$ cat src/rtl/sram_arbiter.sv
// ---------------------------------------------------------------------------
// sram_arbiter
//   Shares one external SRAM bank between a read-only icache port and a
//   read/write dcache port. Every access runs IDLE -> ACCESS (WAIT_CYCLES
//   cycles) -> DONE (1 cycle) -> IDLE. Dcache normally wins arbitration. A
//   starvation counter forces an icache grant after STARVE_LIMIT consecutive
//   dcache grants that were made while icache was waiting.
//
// Parameters
//   WAIT_CYCLES   cycles the address/control are driven before read data is
//                 sampled (1..7)
//   STARVE_LIMIT  dcache grants with icache pending before icache is forced
//                 (1..15)
//
// Ports
//   clk, rst_n                       clock, synchronous active-low reset
//   icache_req/addr                  icache read request (held until done)
//   icache_rdata/done                icache read data (held) and done pulse
//   dcache_req/we/addr/wdata/be_n    dcache request (held until done)
//   dcache_rdata/done                dcache read data (held) and done pulse
//   ram_data_in                      SRAM read data
//   ram_data_out/addr/be_n/we        SRAM write data, address, active-low
//                                    byte enables, active-high write enable
// ---------------------------------------------------------------------------
module sram_arbiter #(
   parameter int unsigned WAIT_CYCLES  = 1,
   parameter int unsigned STARVE_LIMIT = 4
) (
   input  logic        clk,
   input  logic        rst_n,
   input  logic        icache_req,
   input  logic [31:0] icache_addr,
   output logic [31:0] icache_rdata,
   output logic        icache_done,
   input  logic        dcache_req,
   input  logic        dcache_we,
   input  logic [31:0] dcache_addr,
   input  logic [31:0] dcache_wdata,
   input  logic [3:0]  dcache_be_n,
   output logic [31:0] dcache_rdata,
   output logic        dcache_done,
   input  logic [31:0] ram_data_in,
   output logic [31:0] ram_data_out,
   output logic [31:0] ram_addr,
   output logic [3:0]  ram_be_n,
   output logic        ram_we
);

   typedef enum logic [1:0] {
      ST_IDLE   = 2'd0,
      ST_ACCESS = 2'd1,
      ST_DONE   = 2'd2
   } state_t;

   localparam logic [2:0] WAIT_LOAD  = 3'(WAIT_CYCLES);
   localparam logic [3:0] STARVE_MAX = 4'(STARVE_LIMIT);

   state_t      state_q, state_d;
   logic        gnt_dc_q, gnt_dc_d;      // 1 = current transaction belongs to dcache
   logic        wr_q, wr_d;              // current transaction is a write
   logic [2:0]  wait_cnt_q, wait_cnt_d;
   logic [3:0]  starve_cnt_q, starve_cnt_d;
   logic [31:0] addr_q, addr_d;
   logic [31:0] wdata_q, wdata_d;
   logic [3:0]  be_n_q, be_n_d;
   logic [31:0] irdata_q, irdata_d;
   logic [31:0] drdata_q, drdata_d;
   logic        grant_ic;

   always_comb begin
      state_d      = state_q;
      gnt_dc_d     = gnt_dc_q;
      wr_d         = wr_q;
      wait_cnt_d   = wait_cnt_q;
      starve_cnt_d = starve_cnt_q;
      addr_d       = addr_q;
      wdata_d      = wdata_q;
      be_n_d       = be_n_q;
      irdata_d     = irdata_q;
      drdata_d     = drdata_q;
      grant_ic     = 1'b0;

      case (state_q)
         ST_IDLE: begin
            // Icache only wins when dcache is absent or icache has waited long enough.
            grant_ic = icache_req && (!dcache_req || (starve_cnt_q == STARVE_MAX));

            // The counter only survives dcache grants made while icache waits.
            if (grant_ic || !icache_req) begin
               starve_cnt_d = 4'd0;
            end else if (dcache_req && (starve_cnt_q != 4'hF)) begin
               starve_cnt_d = starve_cnt_q + 4'd1;
            end

            if (icache_req || dcache_req) begin
               state_d    = ST_ACCESS;
               wait_cnt_d = WAIT_LOAD;
               gnt_dc_d   = !grant_ic;
               wr_d       = !grant_ic && dcache_we;
               addr_d     = grant_ic ? icache_addr : dcache_addr;
               if (!grant_ic) begin
                  wdata_d = dcache_wdata;
               end
               // Reads enable every byte lane; writes use the requester's mask.
               be_n_d = (!grant_ic && dcache_we) ? dcache_be_n : 4'h0;
            end else begin
               be_n_d = 4'hF;
            end
         end

         ST_ACCESS: begin
            wait_cnt_d = wait_cnt_q - 3'd1;
            if (wait_cnt_q == 3'd1) begin
               state_d = ST_DONE;
               if (!wr_q) begin
                  if (gnt_dc_q) begin
                     drdata_d = ram_data_in;
                  end else begin
                     irdata_d = ram_data_in;
                  end
               end
            end
         end

         ST_DONE: begin
            // Address and byte enables stay put through DONE so a write sees
            // address hold after ram_we falls; lanes are released afterwards.
            state_d = ST_IDLE;
            be_n_d  = 4'hF;
         end

         default: begin
            state_d = ST_IDLE;
         end
      endcase
   end

   always_ff @(posedge clk) begin
      if (!rst_n) begin
         state_q      <= ST_IDLE;
         gnt_dc_q     <= 1'b0;
         wr_q         <= 1'b0;
         wait_cnt_q   <= 3'd0;
         starve_cnt_q <= 4'd0;
         addr_q       <= 32'd0;
         wdata_q      <= 32'd0;
         be_n_q       <= 4'hF;
         irdata_q     <= 32'd0;
         drdata_q     <= 32'd0;
      end else begin
         state_q      <= state_d;
         gnt_dc_q     <= gnt_dc_d;
         wr_q         <= wr_d;
         wait_cnt_q   <= wait_cnt_d;
         starve_cnt_q <= starve_cnt_d;
         addr_q       <= addr_d;
         wdata_q      <= wdata_d;
         be_n_q       <= be_n_d;
         irdata_q     <= irdata_d;
         drdata_q     <= drdata_d;
      end
   end

   // Write enable is derived from the state so it can never leak outside ACCESS.
   assign ram_we       = (state_q == ST_ACCESS) && wr_q;
   assign ram_addr     = addr_q;
   assign ram_data_out = wdata_q;
   assign ram_be_n     = be_n_q;
   assign icache_done  = (state_q == ST_DONE) && !gnt_dc_q;
   assign dcache_done  = (state_q == ST_DONE) && gnt_dc_q;
   assign icache_rdata = irdata_q;
   assign dcache_rdata = drdata_q;

endmodule

$ cat config.mk
export PLATFORM = sky130hd
export DESIGN_NAME = sram_arbiter
export DESIGN_NICKNAME = d
export VERILOG_FILES = /design/src/rtl/sram_arbiter.sv
export SDC_FILE = /design/constraint.sdc
export NUM_CORES = 1
export LEC_CHECK = 0
export CAP_MARGIN = 20
export CORE_UTILIZATION = 40
export DETAILED_ROUTE_END_ITERATION = 7
export GPL_ROUTABILITY_DRIVEN = 1
export PLACE_DENSITY = 0.8
export SKIP_LAST_GASP = 1
export SLEW_MARGIN = 40
export SYNTH_ARGS = -nofsm -noshare
export SYNTH_HDL_FRONTEND = slang
export SYNTH_SLANG_ARGS = --single-unit
$ cat constraint.sdc
create_clock -name clk -period 2.1 [get_ports clk]
set_input_delay 0.315 -clock clk [delete_from_list [all_inputs] [get_ports clk]]
set_output_delay 0.315 -clock clk [all_outputs]
set_load 0.02 [all_outputs]
==> impl_metrics.toml, run 1 <==
[global_route]
first_global_vias = 5567
grt_first_pass_wirelength_um = 28500
grt_start_max_net_pins = 98
antenna_found_initial = 0
grt_usage_pct = 22.4
gr-total-overflow = 0

[layout]
final_util_pct = 64.9
regArea_sq_mm = 0.00286
final_nets = 1055
fillCellCount = 1189
syn_to_final_growth_pct = 56.1
multi_input_area_sq_mm = 0.00286
antenna_cells = 0
drive_above_1_share_pct = 6.26

[timing]
hold_violations = 0
clock.fmax_mhz = 500
rsz0062_at_grt = "no"
setup_viol_count_final = 0
report.final.slew_viol_count = 0
relSlewSlack_pct = 54.5
post-route-period-util_pct = 95.3
tightest_slew_ns = 0.682
layout_setup_ws_ns = 0.0981
fin_worst_skew_ns = 0.00811
holdWs_ns = 0.346
setup_tns_ns = 0
layout_min_cycle_time_ns = 2.00

[detailed_routing]
wire_per_inst_um = 15.8
drt_pass1_iterations = 8
drc = 22
vias = 5699
first_iter_violations = 257
drtAntennaViolNets = 0
vias_per_cell = 5.13
routed_wl_um = 17500

[floorplan]
num_rows = 44
die_h_um = 126
initial_core_util_pct = 41.6
core_sq_mm = 0.0147
die_area_sq_mm = 0.0158
die_w_um = 126
ios = 272

[placed_design]
io_buffers = 271
gp_congestion = 0.778
place_ws_ns = -0.0164
dp_hpwl_um = 11800

[min_path]
hp-class = "in -> reg"

[power_and_ir_drop]
p_leak_nw = 3.82
powerDensity_mw_per_mm2 = 802
p_total_mw = 7.65
vdd_drop_max_mv = 0.535

[logic_synthesis]
synth_top_area_cell = "dfxtp_1"
ys_seq_area_share_pct = 46.8
synthCells = 668
synthFlopType = "dfxtp_1"
synth.ff_latch_count = 143
synth_commonest_cells = "166 x nand2_1, 143 x dfxtp_1, 97 x mux2i_1"
synth_edf_count = 0
syn-num-nets = 809
synthArstFlopShare_pct = 0
yosys.area.top_type_share_pct = 46.8
ys_warn_count = 0
yosys.cell_types.count = 46
synth_area_leaders = "dfxtp_1 47%, mux2i_1 16%, nand2_1 10%"
yosysMostFrequentCell = "nand2_1"
avgSynthCellArea_sq_um = 9.15
syn_area_sq_mm = 0.00611

[status]
status = "finished, violations left"
violations = "DRC"

[clocking]
htreeDepth = 4
cts.reportedPaths.clkPinSlew_ns = 0.05
hold_buffers = 0
cts_tree = "done"
clock-root-buffer = "clkbuf_16"
clock_path_buffers = 2
numCtsBuffers = 17
clk_latency_ns = 0.41
clock-sinks = 143

[setup_path]
cp_slowest_cell = "clkdlybuf4s50_1"
worstSetupEndpointType = "output pin"
critPathArrivalTime_ns = 1.69
worst_ep_required_time_ns = 1.78
criticalPathCategory = "reg -> out"
startpoint_type = "flop"
path_max_fanout = 7
slowest_delay_ns = 0.63
crit_chain = "and3b_1 > clkdlybuf4s50_1"

[run]
cap_violations = 0
[power by group]
group          switching [mW]  internal (mW)  total [mW]
Clock                    1.13           1.95        3.09
Combinational           0.753          0.795        1.55
Sequential              0.107           2.91        3.02
Total                    1.99           5.66        7.65
[cells in the final DEF (no fill, tap or decap), types with 2 or more instances in the layout]
cell,n
clkdlybuf4s50_1,268
nand2_1,166
dfxtp_1,142
mux2i_1,97
a21oi_1,38
nand3_1,32
a311oi_1,32
o21ai_1,23
clkbuf_16,17
o21ai_0,11
buf_4,11
inv_1,9
buf_12,8
a211o_1,4
a32oi_1,4
ha_1,4
and2b_1,3
nor2_1,3
nand3b_1,3
nand4_1,3
clkbuf_8,3
bufinv_16,3
clkinvlp_4,3
clkinv_2,3
and2_1,2
nor2_2,2
o21a_1,2
o211ai_1,2
nor3_1,2
and3_1,2
[worst paths after layout]
kind	start	slack [ns]	to	cells past startpoint
worst min register to register	ram_data_out[2]	0.45	ram_data_out[2]	2
worst max register to register	starve_cnt_q[0]	0.44	ram_data_out[25]	6
worst max-delay path	state_q[1]	0.1	dcache_done	2
worst min-delay path	rst_n	0.35	starve_cnt_q[0]	4
[per-stage QoR]
step / instance area (sq um) / cells
3_5_place_dp: 8930 / 1079
2_1_floorplan: 6110 / 668
3_3_place_gp: 8930 / 1079
5_1_grt: 9540 / 1110
4_1_cts: 9540 / 1110
6_report: 9540 / 1110
[layer usage]
layer | share of wire (%) | vias to the layer above | global-route usage [%]
met4 | 1.8 | 0 | 8.32
met5 | 0 | - | 0
met2 | 47 | 222 | 36.9
met1 | 42 | 2633 | 26.4
li1 | - | 2823 | -
met3 | 9.6 | 21 | 8.64
[registers in the layout (all words and copies together) (netlist names)]
| register | cells |
|---|---|
| state_q | 2 |
| dcache_rdata | 32 |
| ram_be_n | 4 |
| gnt_dc_q | 1 |
| wait_cnt_q | 3 |
| icache_rdata | 32 |
| wr_q | 1 |
| ram_addr | 32 |
| starve_cnt_q | 4 |
| ram_data_out | 32 |
[kinds of logic (layout without fill, tap and decap cells)]
family                     Yosys count  in the layout  share of synthesized area (%)
DFF                                143            143                           46.8
adders and majority gates            4              4                          0.819
buffers and inverters               71            329                           6.43
and+or+nand+nor                    231            231                           17.1
xor gates and xnor gates             1              1                          0.143
AOI/OAI and AO/OA                  121            121                           12.8
muxes                               97             97                           15.9
[critical path: cells and delay by family (launching register included)]
kind	cells	cell delay (ns)
buffers and inverters	1	0.63
DFF	1	0.45
and+or+nand+nor	1	0.21
[layout make-up]
type,instances,area share (%)
repair buffers,289,30.9
flip-flops and latches,143,30.0
multi-input cells,454,30.0
clock buffers,21,4.93
well taps,184,2.41
clock inverters,10,1.43
inverters,9,0.354
[what timing repair did]
action / 4_1_cts / 5_1_grt
gates resized for setup: 1 / 2
gates cloned: 0 / 0
setup buffers: 0 / 0
setup endpoints to repair: 1 / 2
(Power assumes the default switching activity.)
==> run 2, diff against run 1 <==
--- a/config.mk
+++ b/config.mk
@@ -5,11 +5,13 @@
 export SDC_FILE = /design/constraint.sdc
 export NUM_CORES = 1
 export LEC_CHECK = 0
+export ABC_AREA = 1
 export CAP_MARGIN = 20
 export CORE_UTILIZATION = 40
 export DETAILED_ROUTE_END_ITERATION = 7
 export GPL_ROUTABILITY_DRIVEN = 1
-export PLACE_DENSITY = 0.8
+export MAX_ROUTING_LAYER = met4
+export PLACE_DENSITY = 0.81
 export SKIP_LAST_GASP = 1
 export SLEW_MARGIN = 40
 export SYNTH_ARGS = -nofsm -noshare
==> impl_metrics.toml, run 2 <==
[setup_path]
critPathArrivalTime_ns = 1.70
rr_startpoint = "starve_cnt_q[0]"
startpoint_type = "flop"
cp_slowest_cell = "clkdlybuf4s50_1"
r2r_slack_ns = 0.22
path_max_fanout = 6
criticalPathCategory = "reg -> out"
worstSetupStartpoint = "state_q[0]"
worst_ep_required_time_ns = 1.78
worstSetupEndpointType = "output pin"
slowest_delay_ns = 0.65
crit_chain = "inv_2 > nand2_1 > nor2_1 > clkdlybuf4s50_1"

[logic_synthesis]
syn_area_sq_mm = 0.00587
ys_seq_area_share_pct = 48.7
synthFlopType = "dfxtp_1"
synth_commonest_cells = "171 x nor2_1, 143 x dfxtp_1, 92 x o21ai_0"
yosys.area.top_type_share_pct = 48.7
synth_top_area_cell = "dfxtp_1"
ys_warn_count = 0
syn-num-nets = 931
synth.ff_latch_count = 143
avgSynthCellArea_sq_um = 7.44
yosysMostFrequentCell = "nor2_1"
synth_area_leaders = "dfxtp_1 49%, nor2_1 11%, o21ai_0 7.8%"
yosys.cell_types.count = 30
synth_edf_count = 0
synthArstFlopShare_pct = 0
synthCells = 790

[layout]
final_nets = 1185
antenna_cells = 0
layout_commonest_cell = "clkdlybuf4s50_1"
fillCellCount = 1213
syn_to_final_growth_pct = 57.7
drive_above_1_share_pct = 8.70
most-common-layout-cells = "268 x clkdlybuf4s50_1, 171 x nor2_1, 143 x dfxtp_1, 92 x o21ai_0, 78 x nand2_1"

[power_and_ir_drop]
powerDensity_mw_per_mm2 = 855
p_leak_nw = 3.77
p_switching_mw = 2.25
vdd_drop_max_mv = 0.555
p_clk_share_pct = 38.8
p_total_mw = 7.92
pwr-share-seq_pct = 38.9
p_int_mw = 5.67
combPwrFrac_pct = 22.2
switching_share_pct = 28.4

[global_route]
grt_first_pass_wirelength_um = 26300
antenna_found_initial = 0
first_global_vias = 5594
gr-total-overflow = 0
grt_start_max_net_pins = 68
grt_usage_pct = 22.9

[floorplan]
die_w_um = 123
core_sq_mm = 0.0141
initial_core_util_pct = 41.7
num_rows = 43
die_area_sq_mm = 0.0152
die_h_um = 123
ios = 272

[detailed_routing]
first_iter_violations = 384
drt_pass1_iterations = 4
wire_per_inst_um = 13.9
drtAntennaViolNets = 0
vias_per_cell = 4.88
vias = 6039
routed_wl_um = 17300
drc = 0

[clocking]
clock_path_buffers = 2
clk_latency_ns = 0.42
cts_tree = "done"
clock-sinks = 143
cts.reportedPaths.clkPinSlew_ns = 0.06
numCtsBuffers = 17
clock-root-buffer = "clkbuf_16"
htreeDepth = 4

[timing]
tightest_slew_ns = 0.623
relSlewSlack_pct = 58.4
clock.fmax_mhz = 496
setup_tns_ns = 0
report.final.slew_viol_count = 0
layout_min_cycle_time_ns = 2.01
hold_violations = 0
fin_worst_skew_ns = 0.00887
post-route-period-util_pct = 95.9
setup_viol_count_final = 0
rsz0062_at_grt = "no"

[placed_design]
dp_hpwl_um = 12200
io_buffers = 271
gp_congestion = 0.781

[min_path]
min_from = "rst_n"
hp-class = "in -> reg"

[run]
cap_violations = 0

[status]
status = "finished clean"
==> run 2: cell types whose count changed after synthesis, sizes merged, moves of 12 or more <==
| cell | delta |
|---|---|
| nor2 | +198 |
| mux2i | -97 |
| nand2 | -85 |
| inv | +72 |
| o21ai | +68 |
| nand3 | +44 |
| a311oi | -32 |
| buf | -12 |
==> run 2: power by group through the flow <==
stage | logic (mW) | clock network [mW] | registers, mW
6_report | 1.76 | 3.07 | 3.08
5_1_grt | 1.91 | 3.23 | 3.11
4_1_cts | 1.77 | 3.11 | 3.09
3_5_place_dp | 1.76 | 0 | 3.14
3_3_place_gp | 1.73 | 0 | 3.14
2_1_floorplan | 0.683 | 0 | 3.39
==> run 2: path summary, 6_finish.rpt <==
kind | cells after the start | to
min | 2 | ram_be_n[3]
max reg2reg | 9 | ram_data_out[3]
min reg2reg | 2 | ram_addr[18]
max | 4 | dcache_done
==> run 2: worst max-delay path: cells and delay by family (launching register included) <==
kind          cells  cell delay [ns]
flops             1             0.32
simple gates      2             0.18
buf+inv           2             0.78
==> run 2: what timing repair did <==
item / in CTS / in global routing
endpoints found under the setup margin: 1 / 1
gates resized for setup: 1 / 1
buffers inserted: 0 / 0
hold buffers: 0 / 0
==> run 2: area by class of cell <==
type | instances | area, sq um | area share, %
clock buffer | 21 | 480 | 5.19
multi-input combinational | 516 | 2410 | 26.1
timing repair buffer | 285 | 2840 | 30.7
clock inverter | 11 | 130 | 1.41
tap | 180 | 225 | 2.43
inverter | 81 | 309 | 3.34
sequential | 143 | 2860 | 30.9
==> run 2: per-stage QoR <==
step	instance area (sq um)	worst slack, ns	std cells	util (%)	hold WS, ns
2_1_floorplan	5870	0.698	790	-	0.442
3_3_place_gp	8650	0.137	1205	61.4	0.451
3_5_place_dp	8650	0.0575	1205	61.4	0.455
4_1_cts	9260	0.0487	1237	65.7	0.235
5_1_grt	9260	0.00760	1237	65.7	0.272
6_report	9260	0.0852	1237	65.7	0.253
==> run 2: per-layer routing <==
layer	wire length, um	vias to the layer above	global-route usage [%]
li1	-	3005	-
met1	7240	2746	25.4
met2	8310	243	38.7
met3	1140	45	5.44
met4	569	0	11.0
met5	0	-	-
==> run 2: cell families (layout without fill, tap and decap cells) <==
family          count (synthesis)  in the layout  synth area share, %
flops                         143            143                 48.7
simple gates                  363            363                 27.1
buf+inv                       131            398                 10.3
compound gates                147            147                 12.8
fa+ha+maj                       4              4                0.852
xor+xnor                        2              2                0.298
